$ cat config.mk
export PLATFORM = sky130hd
export DESIGN_NAME = noc_sender_arbiter_flat
export DESIGN_NICKNAME = d
export VERILOG_FILES = /design/src/rtl/noc_sender_arbiter_pkg.sv /design/src/rtl/noc_sender_arbiter_if.sv /design/src/rtl/noc_sender_arbiter_rr.sv /design/src/rtl/noc_sender_arbiter.sv /design/src/flat_wrapper.sv
export SDC_FILE = /design/constraint.sdc
export NUM_CORES = 1
export LEC_CHECK = 0
export CORE_MARGIN = 4
export CORE_UTILIZATION = 45
export DETAILED_ROUTE_END_ITERATION = 12
export DONT_BUFFER_PORTS = 1
export PLACE_DENSITY_LB_ADDON = 0.1
export SETUP_SLACK_MARGIN = 0.2
export SYNTH_ARGS = -nofsm -noshare
export SYNTH_HDL_FRONTEND = slang
export SYNTH_SLANG_ARGS = --single-unit
$ cat constraint.sdc
create_clock -name clk -period 6.6 [get_ports clk]
set_input_delay 1.65 -clock clk [delete_from_list [all_inputs] [get_ports clk]]
set_output_delay 1.65 -clock clk [all_outputs]
set_load 0.05 [all_outputs]
$ cat src/rtl/noc_sender_arbiter_pkg.sv
// Shared types and helpers for the NoC sender arbiter.
// noc_types carries the node address type and the arbiter state encoding;
// noc_functions holds helpers that do not depend on N_CLIENTS.
package noc_types;
  typedef struct packed {
    logic [3:0] x;
    logic [3:0] y;
  } addr_t;

  typedef enum logic [1:0] {
    IDLE = 2'd0,
    BUSY = 2'd1,
    DONE = 2'd2
  } e_arb_state;
endpackage

package noc_functions;
  // Increment with wrap at n; works for non-power-of-2 counts.
  function automatic int wrap_inc(input int v, input int n);
    return (v + 1 >= n) ? 0 : v + 1;
  endfunction

  // Saturating 16-bit increment.
  function automatic logic [15:0] sat_inc16(input logic [15:0] v);
    return (v == 16'hFFFF) ? v : v + 16'd1;
  endfunction
endpackage

$ cat src/rtl/noc_sender_arbiter_if.sv
// Sender-side handshake bundle: enable/flush/ack plus the packet fields.
// master = arbiter driving the sender, slave = the sender itself.
interface noc_sender_arbiter_if
  import noc_types::*;
#(
  parameter int PACKET_BITS  = 16,
  parameter int PADDING_BITS = 8
);
  logic                    snd_enable;
  logic                    snd_flush;
  addr_t                   snd_dst_addr;
  logic [PADDING_BITS-1:0] snd_padding;
  logic [PACKET_BITS-1:0]  snd_packet;
  logic                    snd_ack;

  modport master (
    output snd_enable, snd_flush, snd_dst_addr, snd_padding, snd_packet,
    input  snd_ack
  );

  modport slave (
    input  snd_enable, snd_flush, snd_dst_addr, snd_padding, snd_packet,
    output snd_ack
  );
endinterface

$ cat src/rtl/noc_sender_arbiter_rr.sv
// Combinational round-robin pick: first set request at or above ptr, with
// wrap. The pointer register lives in the parent.
module noc_rr_arbiter #(
  parameter int N  = 4,
  parameter int IW = 2
) (
  input  logic [N-1:0]  req,
  input  logic [IW-1:0] ptr,
  output logic [N-1:0]  grant,
  output logic [IW-1:0] idx,
  output logic          vld
);
  int j;

  // Scan N positions starting at ptr; first hit wins.
  always_comb begin
    grant = '0;
    idx   = '0;
    vld   = 1'b0;
    j     = 0;
    for (int i = 0; i < N; i++) begin
      j = int'(ptr) + i;
      if (j >= N) j = j - N;
      if (!vld && req[j]) begin
        vld      = 1'b1;
        idx      = IW'(j);
        grant[j] = 1'b1;
      end
    end
  end
endmodule

$ cat src/rtl/noc_sender_arbiter.sv
// Round-robin arbiter sharing one NoC packet sender among N_CLIENTS
// requesters. The grant is held from request through flush; the owner's
// fields are muxed to the sender and the sender's ack is routed back to the
// owner only.
// Optional: define NOC_ARB_STATS_EN for per-client completed-packet counters.
module noc_sender_arbiter
  import noc_types::*;
  import noc_functions::*;
#(
  parameter int N_CLIENTS    = 4,
  parameter int PACKET_BITS  = 16,
  parameter int PADDING_BITS = 8
) (
  input  logic                                    clk,
  input  logic                                    rst,
  input  logic [N_CLIENTS-1:0]                    cl_req,
  input  logic [N_CLIENTS-1:0]                    cl_flush,
  input  addr_t [N_CLIENTS-1:0]                   cl_dst_addr,
  input  logic [N_CLIENTS-1:0][PADDING_BITS-1:0]  cl_padding,
  input  logic [N_CLIENTS-1:0][PACKET_BITS-1:0]   cl_packet,
  output logic [N_CLIENTS-1:0]                    cl_ack,
  output logic [N_CLIENTS-1:0]                    cl_grant,
  noc_sender_arbiter_if.master                    snd
`ifdef NOC_ARB_STATS_EN
  ,
  output logic [N_CLIENTS-1:0][15:0]              stat_cnt
`endif
);
  localparam int IW = $clog2(N_CLIENTS);

  e_arb_state           state_q, state_d;
  logic [IW-1:0]        idx_q, idx_d;
  logic [IW-1:0]        rr_q, rr_d;
  logic [N_CLIENTS-1:0] grant_q, grant_d;

  logic [N_CLIENTS-1:0] arb_grant;
  logic [IW-1:0]        arb_idx;
  logic                 arb_vld;
  logic                 release_w;

  noc_rr_arbiter #(.N(N_CLIENTS), .IW(IW)) u_rr (
    .req   (cl_req),
    .ptr   (rr_q),
    .grant (arb_grant),
    .idx   (arb_idx),
    .vld   (arb_vld)
  );

  // Owner's flush in DONE ends the transaction; other clients' flushes never matter.
  assign release_w = (state_q == DONE) && cl_flush[idx_q];

  // Next-state: pick in IDLE, wait for ack in BUSY, wait for owner flush in DONE.
  always_comb begin
    state_d = state_q;
    idx_d   = idx_q;
    rr_d    = rr_q;
    grant_d = grant_q;
    unique case (state_q)
      IDLE: if (arb_vld) begin
        state_d = BUSY;
        idx_d   = arb_idx;
        grant_d = arb_grant;
      end
      BUSY: if (snd.snd_ack) state_d = DONE;
      DONE: if (release_w) begin
        state_d = IDLE;
        rr_d    = IW'(wrap_inc(int'(idx_q), N_CLIENTS));
      end
      default: state_d = IDLE;
    endcase
  end

  // FSM and owner registers; rst aborts any packet in flight.
  always_ff @(posedge clk or posedge rst) begin
    if (rst) begin
      state_q <= IDLE;
      idx_q   <= '0;
      rr_q    <= '0;
      grant_q <= '0;
    end else begin
      state_q <= state_d;
      idx_q   <= idx_d;
      rr_q    <= rr_d;
      grant_q <= grant_d;
    end
  end

  // Output decode from registered state; fields are zero while idle.
  always_comb begin
    cl_grant         = (state_q != IDLE) ? grant_q : '0;
    cl_ack           = (state_q == DONE && snd.snd_ack) ? grant_q : '0;
    snd.snd_enable   = (state_q == BUSY);
    snd.snd_flush    = release_w;
    snd.snd_dst_addr = '0;
    snd.snd_padding  = '0;
    snd.snd_packet   = '0;
    if (state_q != IDLE) begin
      snd.snd_dst_addr = cl_dst_addr[idx_q];
      snd.snd_padding  = cl_padding[idx_q];
      snd.snd_packet   = cl_packet[idx_q];
    end
  end

`ifdef NOC_ARB_STATS_EN
  logic [N_CLIENTS-1:0][15:0] stat_q, stat_d;

  // Count a completed packet for the owner on DONE->IDLE, saturating.
  always_comb begin
    stat_d = stat_q;
    if (release_w) stat_d[idx_q] = sat_inc16(stat_q[idx_q]);
  end

  // Counter registers.
  always_ff @(posedge clk or posedge rst) begin
    if (rst) stat_q <= '0;
    else     stat_q <= stat_d;
  end

  assign stat_cnt = stat_q;
`endif

  // The owner must keep requesting until it sees its ack; the FSM carries on anyway.
  a_req_held : assert property (@(posedge clk) disable iff (rst)
    (state_q == BUSY) |-> cl_req[idx_q]);
endmodule

$ cat src/flat_wrapper.sv
// flat-port wrapper written by rule: the top's interface ports become plain ports
module noc_sender_arbiter_flat import noc_types::*; import noc_functions::*;
#(
  parameter int N_CLIENTS    = 4,
  parameter int PACKET_BITS  = 16,
  parameter int PADDING_BITS = 8
)
  (clk, rst, cl_req, cl_flush, cl_dst_addr, cl_padding, cl_packet, cl_ack, cl_grant, snd_snd_enable, snd_snd_flush, snd_snd_dst_addr, snd_snd_padding, snd_snd_packet, snd_snd_ack);
  noc_sender_arbiter_if #(.PACKET_BITS(PACKET_BITS), .PADDING_BITS(PADDING_BITS)) snd_i ();
  input  logic clk;
  input  logic rst;
  input  logic [N_CLIENTS-1:0] cl_req;
  input  logic [N_CLIENTS-1:0] cl_flush;
  input  addr_t [N_CLIENTS-1:0] cl_dst_addr;
  input  logic [N_CLIENTS-1:0][PADDING_BITS-1:0] cl_padding;
  input  logic [N_CLIENTS-1:0][PACKET_BITS-1:0] cl_packet;
  output logic [N_CLIENTS-1:0] cl_ack;
  output logic [N_CLIENTS-1:0] cl_grant;
  output wire logic [$bits(snd_i.snd_enable)-1:0] snd_snd_enable;
  output wire logic [$bits(snd_i.snd_flush)-1:0] snd_snd_flush;
  output wire logic [$bits(snd_i.snd_dst_addr)-1:0] snd_snd_dst_addr;
  output wire logic [$bits(snd_i.snd_padding)-1:0] snd_snd_padding;
  output wire logic [$bits(snd_i.snd_packet)-1:0] snd_snd_packet;
  input wire logic [$bits(snd_i.snd_ack)-1:0] snd_snd_ack;
  assign snd_snd_enable = snd_i.snd_enable;
  assign snd_snd_flush = snd_i.snd_flush;
  assign snd_snd_dst_addr = snd_i.snd_dst_addr;
  assign snd_snd_padding = snd_i.snd_padding;
  assign snd_snd_packet = snd_i.snd_packet;
  assign snd_i.snd_ack = snd_snd_ack;
  noc_sender_arbiter #(.N_CLIENTS(N_CLIENTS), .PACKET_BITS(PACKET_BITS), .PADDING_BITS(PADDING_BITS)) u_core (.clk(clk), .rst(rst), .cl_req(cl_req), .cl_flush(cl_flush), .cl_dst_addr(cl_dst_addr), .cl_padding(cl_padding), .cl_packet(cl_packet), .cl_ack(cl_ack), .cl_grant(cl_grant), .snd(snd_i));
endmodule
==> results.toml, run 1 <==
[worst_setup_path]
path_depth = 2
critPathTopFamily = "simple AND/OR/NAND/NOR gates"
r2r_slack_ps = 3510
crit_chain = "mux4_2 -> nor2b_1"
required_ps = 4950
worstSetupStartpointType = "primary input"
critPathCaptureType = "output pin"
cp_data_arrival_time_ps = 2760
worst_path_max_delay_cell = "nor2b_1"
path_max_fanout = 1
max_stage_delay_ps = 870
r2r_start = "u_core.rr_q[0]"
reg2regPathDepth = 7
crit_buf_inv = 0
crit_type = "in2out"
r2r_end = "u_core.idx_q[0]"

[clocking]
path_clk_slew_ps = 40
numCtsBuffers = 3
ctsResizeCount = 0
cts_root_buf = "clkbuf_8"
cts_tree = "yes"
cts_max_path_buffers = 2
post_cts_buffers = 0
htree_levels = 1
insertion_delay_ps = 240
cts_sinks = 10
cts_hold_buf = 0

[min_path]
holdCritStartpoint = "u_core.grant_q[1]"
hold_end = "u_core.grant_q[1]"
hp-class = "reg2reg"
whs_path_depth = 2

[global_route]
overflow = 0
met1_usage = 0.260
grt_start_max_net_pins = 37
gr-usage-met3 = 0.0881
grtUsageMet2 = 0.311
first_global_vias = 1545
grt_pass1_wl_um = 8430
grt_util_all_layers = 0.202
antenna_found_initial = 0
busiest_layer = "met2"

[route]
first_iter_violations = 44
vias = 1654
drc = 0
wl_per_cell_um = 26.8
first_pass_iters = 4
routed_wl_um = 6380
ant_nets = 0
viasPerCell = 6.95

[finish]
syn2layout_area_growth_pct = 1.93
drive_gt1_frac = 0.231
finalNetCount = 335
fin_util = 0.474
n_fill_cell = 413
insertedDiodeCount = 0
fin_cells = 238

[synthesis]
synth_area_leaders = "mux4_2, dfrtp_1, nor2b_1, ha_1, nand2_1"
ys_seq_area_frac = 0.125
postSynthAreaPerCell_um2 = 10.1
synth-edff-count = 0
netlist_top_cells_count = "nor2b_1, mux4_2, nand2_1, dfrtp_1, ha_1"
synth_top_area_cell = "mux4_2"
mappedNetlistArea_mm2 = 0.00201
yosysMostFrequentCell = "nor2b_1"
ys.flop_type = "dfrtp_1"
synth_nets = 346
postSynth.asyncResetShare = 1.00
yosys_register_bits = 10
synth_warnings = 0
synth_cell_types = 45
synthCells = 198
synth.top_cell.area_share = 0.381

[sta]
skew_ps = 7.64
grt_setup_unrepaired = "false"
slew_viol_final = 0
max_freq_mhz = 227
slew_headroom = 0.257
setup_viol = 0
fin_setup_tns_ps = 0
hold_viol_final = 0
worst_pin_slew_ps = 1110
period_needed_ps = 4410
finalCritPeriodShare = 0.668
layout_setup_ws_ps = 2190

[job]
drv_cap = 0

[run_status]
status = "finished clean"

[floorplanning]
fp.dieW_um = 74.8
dieArea_mm2 = 0.00560
core_area_mm2 = 0.00432
io-pin-count = 181
fp.dieH_um = 74.8
rows = 24
start_util = 0.465

[place]
globalplace.congestion = 0.829
port_buffers = 0
hpwl_um = 5380
place_ws_ps = 2220
dp.cells = 234

[power_and_ir_drop]
powerDensity_mw_per_mm2 = 718
ir_drop_uv = 323
p_leak_nw = 0.733
-- logic make-up (layout without fill, tap and decap cells) --
| logic type | Yosys count | count (layout) | synth area share |
|---|---|---|---|
| xor+xnor | 1 | 1 | 0.00436 |
| simple gates | 74 | 74 | 0.213 |
| fa+ha+maj | 9 | 9 | 0.0560 |
| flops | 10 | 10 | 0.125 |
| mux | 39 | 39 | 0.408 |
| compound gates | 39 | 39 | 0.135 |
| buf+inv | 26 | 14 | 0.0598 |
-- registers in the layout (all words and copies together) (netlist names) --
register	cells
u_core.grant_q	4
u_core.idx_q	2
u_core.rr_q	2
u_core.state_q	2
-- worst max path at each step --
stage | from | end | slack [ps]
floorplan | cl_dst_addr[8] | snd_snd_dst_addr[0] | 2380
detailed placement | cl_padding[8] | snd_snd_padding[0] | 2220
global placement | cl_padding[15] | snd_snd_padding[7] | 2200
CTS | cl_padding[8] | snd_snd_padding[0] | 2200
finish | cl_padding[9] | snd_snd_padding[1] | 2190
global route | cl_padding[8] | snd_snd_padding[0] | 2150
-- placed cells by master, fill, tap and decap left out, types with 2 or more instances in the layout --
| cell | n |
|---|---|
| or3_1 | 2 |
| clkbuf_8 | 3 |
| inv_1 | 7 |
| o21ai_0 | 6 |
| ha_1 | 9 |
| mux4_2 | 34 |
| and3_1 | 4 |
| nor2_1 | 2 |
| nand3_1 | 4 |
| nor3_1 | 3 |
| buf_4 | 2 |
| nor2b_1 | 38 |
| a211o_1 | 3 |
| nand2_1 | 12 |
| o21ai_1 | 6 |
| o211ai_1 | 4 |
| mux2i_1 | 2 |
| a221oi_1 | 4 |
| mux2_1 | 3 |
| a21oi_1 | 4 |
| dfrtp_1 | 9 |
-- layer usage --
metal / wire (um) / share of wire
met1: 2360 / 0.37
met2: 3050 / 0.48
met3: 927 / 0.15
met4: 48 / 0.0075
met5: 0 / 0
-- where the power goes --
group | internal (W) | switching [W] | total (W)
logic | 0.000370 | 0.000849 | 0.00122
clock network | 0.0000422 | 0.0000238 | 0.0000661
registers | 0.0000909 | 0.0000954 | 0.000186
-- per-stage QoR --
| stage | power (W) | hold slack, ps | instance area, um^2 |
|---|---|---|---|
| 2_1_floorplan | 0.00129 | 473 | 2010 |
| 3_3_place_gp | 0.00139 | 514 | 2000 |
| 3_5_place_dp | 0.00141 | 516 | 2000 |
| 4_1_cts | 0.00148 | 525 | 2050 |
| 5_1_grt | 0.00156 | 563 | 2050 |
| 6_report | 0.00147 | 513 | 2050 |
-- layout make-up --
type,count,area (um^2),share of cell area
Sequential cell,10,251,0.123
Timing Repair Buffer,2,15.0,0.00733
Tap cell,52,65.1,0.0318
Multi-Input combinational cell,162,1640,0.801
Inverter,8,30.0,0.0147
Clock buffer,4,45.0,0.0220
Note: power is estimated with default switching activity, not from simulation.
==> run 2, diff against run 1 <==
==> constraint.sdc (replaced) <==
create_clock -name clk -period 4.5 [get_ports clk]
set_input_delay 1.125 -clock clk [delete_from_list [all_inputs] [get_ports clk]]
set_output_delay 1.125 -clock clk [all_outputs]
set_load 0.05 [all_outputs]
==> run 2 against run 1 <==
Compared with the run above:
- total power rose by 67%
- sequential share of layout area fell by 1.4 points
- register-to-register slack got worse by 2100 ps
- routed wire length rose by 3.0%
- first-iteration DRC count rose by 59%
- final cell count rose by 14%
- sequential power rose by 24%
- critical endpoint is now snd_snd_padding[2]
- largest power group unchanged
- highest routed layer unchanged
==> results.toml, run 2 (synthesis results as in run 1) <==
[min_path]
hold_end = "u_core.grant_q[1]"
holdCritStartpoint = "u_core.grant_q[1]"
hp-class = "reg2reg"
whs_path_depth = 2

[sta]
slew_headroom = 0.358
layout_setup_ws_ps = 1200
hold_viol_final = 0
grt_setup_unrepaired = "false"
setup_viol = 0
fin_setup_tns_ps = 0
max_freq_mhz = 303
slew_viol_final = 0
skew_ps = 7.38
period_needed_ps = 3300
worst_pin_slew_ps = 962
finalCritPeriodShare = 0.733

[power_and_ir_drop]
ir_drop_uv = 540
swShare = 0.598
pwr-share-clk = 0.045
fin_total_pwr_w = 0.00246
p_leak_nw = 0.911
p_int_w = 0.000987
p_switching_w = 0.00147
pwr-share-comb = 0.862
p_seq_frac = 0.094
powerDensity_mw_per_mm2 = 1060

[worst_setup_path]
reg2regPathDepth = 7
critPathCaptureType = "output pin"
critPathTopFamily = "flip-flops"
cp_data_arrival_time_ps = 2170
r2r_end = "u_core.idx_q[0]"
r2r_start = "u_core.rr_q[0]"
crit_top_cell = "buf_4"
worstSetupStartpointType = "register"
crit_chain = "buf_4 -> mux4_2 -> nor2b_1 -> buf_4"
r2r_slack_ps = 1420
crit_type = "reg2out"
required_ps = 3380
crit_buf_inv = 2
max_stage_delay_ps = 650
worst_path_max_delay_cell = "dfrtp_2"
path_max_fanout = 16

[place]
hpwl_um = 5650
globalplace.congestion = 0.843
port_buffers = 0
place_ws_ps = 1390
dp.cells = 268

[clocking]
cts_hold_buf = 0
cts_root_buf = "clkbuf_8"
ctsResizeCount = 0
insertion_delay_ps = 230
cts_max_path_buffers = 2
htree_levels = 1
post_cts_buffers = 0
numCtsBuffers = 3
cts_sinks = 10
cts_tree = "yes"
path_clk_slew_ps = 50

[floorplanning]
dieArea_mm2 = 0.00560
start_util = 0.465
rows = 24
fp.dieH_um = 74.8
core_area_mm2 = 0.00432
fp.dieW_um = 74.8
io-pin-count = 181

[route]
first_pass_iters = 4
route.met3.wl_um = 901
routed-wl-met2_um = 3260
wl_per_cell_um = 24.2
top_layer_used = "met4"
viasPerCell = 6.60
drc = 0
routed_wl_um = 6570
drt-met1-wl_um = 2390
ant_nets = 0
vias = 1796
first_iter_violations = 70

[job]
drv_cap = 0

[global_route]
grt_start_max_net_pins = 34
grt_pass1_wl_um = 9060
grt_util_all_layers = 0.210
antenna_found_initial = 0
first_global_vias = 1771
overflow = 0

[finish]
drive_gt1_frac = 0.355
final_cell_mix = "nor2b_1, buf_4, mux4_2"
multiInputGateArea_mm2 = 0.00164
fin_util = 0.535
fin_cells = 272
largest_register_ffs = 4
mostFrequentLayoutCell = "nor2b_1"
syn2layout_area_growth_pct = 15.1
regMostFlops = "u_core.grant_q"
finalNetCount = 369
insertedDiodeCount = 0
n_fill_cell = 410
ff_latch_area_um2 = 251

[run_status]
status = "finished clean"
-- run 2: cell types whose count changed in the layout (fill, tap and decap cells not counted) --
cell / change
clkbuf_8: +1
buf_4: +34
clkbuf_1: -1
-- run 2: power groups by stage --
stage	Clock [W]	Sequential [W]	Combinational, W
after floorplan	0	0.000170	0.00172
after global placement	0	0.000229	0.00209
after detailed placement	0	0.000232	0.00212
after CTS	0.000112	0.000231	0.00213
after global routing	0.000116	0.000247	0.00224
final	0.000109	0.000230	0.00212
-- run 2: routing by layer --
metal | up-vias | GRT usage
li1 | 814 | -
met1 | 853 | 0.280
met2 | 127 | 0.339
met3 | 2 | 0.0641
met4 | 0 | 0.0435
met5 | - | 0
-- run 2: worst max path at each step --
stage                          startpoint             endpoint  slack (ps)  cells past startpoint
after global routing      u_core.idx_q[0]   snd_snd_padding[3]        1040                      4
final                     u_core.idx_q[0]   snd_snd_padding[2]        1200                      4
after floorplan            cl_dst_addr[8]  snd_snd_dst_addr[0]        1330                      2
after detailed placement   cl_padding[31]   snd_snd_padding[7]        1390                      3
after CTS                 u_core.idx_q[0]   snd_snd_padding[2]        1160                      4
after global placement     cl_padding[31]   snd_snd_padding[7]        1370                      3
-- run 2: worst min-delay path, delay by kind of cell (launching register included) --
| family | cells | cell delay (ps) |
|---|---|---|
| AND/OR/NAND/NOR | 1 | 60 |
| AO/OA/AOI/OAI | 1 | 70 |
| flip-flops | 1 | 340 |
-- run 2: final cells by class --
cell class / count / share of cell area
Tap cell: 52 / 0.0281
Inverter: 8 / 0.0130
Sequential cell: 10 / 0.109
Multi-Input combinational cell: 162 / 0.710
Clock buffer: 4 / 0.0238
Timing Repair Buffer: 36 / 0.117
-- run 2: stage by stage --
step	hold WS [ps]	cell area, um^2
2_1_floorplan	473	2010
3_3_place_gp	510	2260
3_5_place_dp	511	2260
4_1_cts	521	2310
5_1_grt	563	2310
6_report	524	2310
==> run 3, diff against run 2 <==
==> constraint.sdc (replaced) <==
create_clock -name clk -period 3.2 [get_ports clk]
set_input_delay 0.8 -clock clk [delete_from_list [all_inputs] [get_ports clk]]
set_output_delay 0.8 -clock clk [all_outputs]
set_load 0.05 [all_outputs]
==> run 3 against run 2 <==
Compared with the run above:
- final area up 2.7%
- register-to-register slack lost 920 ps
- clock power is 45% higher
- global-route usage is 0.59 points higher
- die area unchanged
- critical path type is now reg2reg
- largest power group unchanged
- highest routed layer unchanged
==> results.toml, run 3 (synthesis results as in run 1) <==
[run_status]
status = "finished clean"

[worst_setup_path]
cp_data_arrival_time_ps = 2810
crit_chain = "inv_1 -> ha_1 -> mux4_2 -> a21oi_1 -> o221ai_1 -> xnor2_1 -> o21ai_1"
critPathCaptureType = "register"
r2r_start = "u_core.rr_q[1]"
reg2regPathDepth = 7
max_stage_delay_ps = 630
path_max_fanout = 13
crit_type = "reg2reg"
worst_path_max_delay_cell = "mux4_2"
r2r_slack_ps = 500
required_ps = 3310
worstSetupStartpointType = "register"
r2r_end = "u_core.idx_q[0]"
crit_buf_inv = 1
critPathTopFamily = "multiplexers"

[clocking]
cts_hold_buf = 0
cts_tree = "yes"
post_cts_buffers = 0
cts_max_path_buffers = 2
ctsResizeCount = 0
path_clk_slew_ps = 50
insertion_delay_ps = 230
htree_levels = 1
cts_sinks = 10
cts_root_buf = "clkbuf_8"
numCtsBuffers = 3

[place]
place_ws_ps = 554
hpwl_um = 5700
port_buffers = 0
globalplace.congestion = 0.896

[min_path]
hp-class = "in2async"

[global_route]
grt_util_all_layers = 0.216
first_global_vias = 1744
overflow = 0
grt_pass1_wl_um = 9160
antenna_found_initial = 0
grt_start_max_net_pins = 31

[floorplanning]
start_util = 0.465
rows = 24
fp.dieH_um = 74.8
core_area_mm2 = 0.00432
fp.dieW_um = 74.8
dieArea_mm2 = 0.00560
io-pin-count = 181

[sta]
slew_viol_final = 0
worst_pin_slew_ps = 625
skew_ps = 1.19
finalCritPeriodShare = 0.842
setup_viol = 0
period_needed_ps = 2700
layout_setup_ws_ps = 505
fin_setup_tns_ps = 0
hold_viol_final = 0
grt_setup_unrepaired = "false"
slew_headroom = 0.583
max_freq_mhz = 371

[power_and_ir_drop]
p_leak_nw = 0.945
fin_total_pwr_w = 0.00355
ir_drop_uv = 741
powerDensity_mw_per_mm2 = 1500

[finish]
regMostFlops = "u_core.grant_q"
mostFrequentLayoutCell = "buf_4"
insertedDiodeCount = 0
final_cell_mix = "buf_4, nor2b_1, mux4_2"
finalNetCount = 374
largest_register_ffs = 4
syn2layout_area_growth_pct = 18.2
drive_gt1_frac = 0.369
fin_util = 0.549

[route]
ant_nets = 0
vias = 1834
drc = 0
first_iter_violations = 60
routed_wl_um = 6690
viasPerCell = 6.62
first_pass_iters = 4
wl_per_cell_um = 24.2

[job]
drv_cap = 0
run 3: layout make-up:
type                    instances  area (um^2)
inverters                       8         30.0
repair buffers                 41          333
multi-input cells             162         1640
clock buffers                   4         55.1
flip-flops and latches         10          251
well taps                      52         65.1
fillers                       379         1950
run 3: worst max-delay path by stage:
stage | startpoint | to | slack [ps] | cells after the start
2_1_floorplan | u_core.idx_q[0] | snd_snd_packet[10] | 600 | 4
3_3_place_gp | u_core.rr_q[1] | u_core.idx_q[0] | 640 | 7
3_5_place_dp | u_core.rr_q[1] | u_core.idx_q[0] | 550 | 7
4_1_cts | u_core.idx_q[0] | snd_snd_padding[1] | 510 | 4
5_1_grt | u_core.rr_q[1] | u_core.idx_q[0] | 320 | 7
6_report | u_core.rr_q[1] | u_core.idx_q[0] | 500 | 7
run 3: through the flow:
stage               hold slack (ps)  instances  cell area [um^2]
floorplan                       473        198              2010
global placement                506        273              2320
detailed placement              511        273              2320
CTS                             436        277              2380
global route                    463        277              2380
finish                          425        277              2380
run 3: power by group:
part	switching [W]	internal [W]	total (W)	leakage [nW]
Clock	0.0000501	0.000108	0.000158	0.0288
Combinational	0.00197	0.00116	0.00314	0.793
Sequential	0.0000698	0.000190	0.000260	0.123
Total	0.00209	0.00146	0.00355	0.945
run 3: routing by layer:
layer | share of wire | up-vias | wire, um | GRT usage
met5 | 0 | - | 0 | 0
met4 | 0.016 | 0 | 110 | 0.0652
met3 | 0.14 | 11 | 950 | 0.0748
met2 | 0.50 | 119 | 3320 | 0.353
met1 | 0.35 | 879 | 2320 | 0.271
li1 | - | 825 | - | -
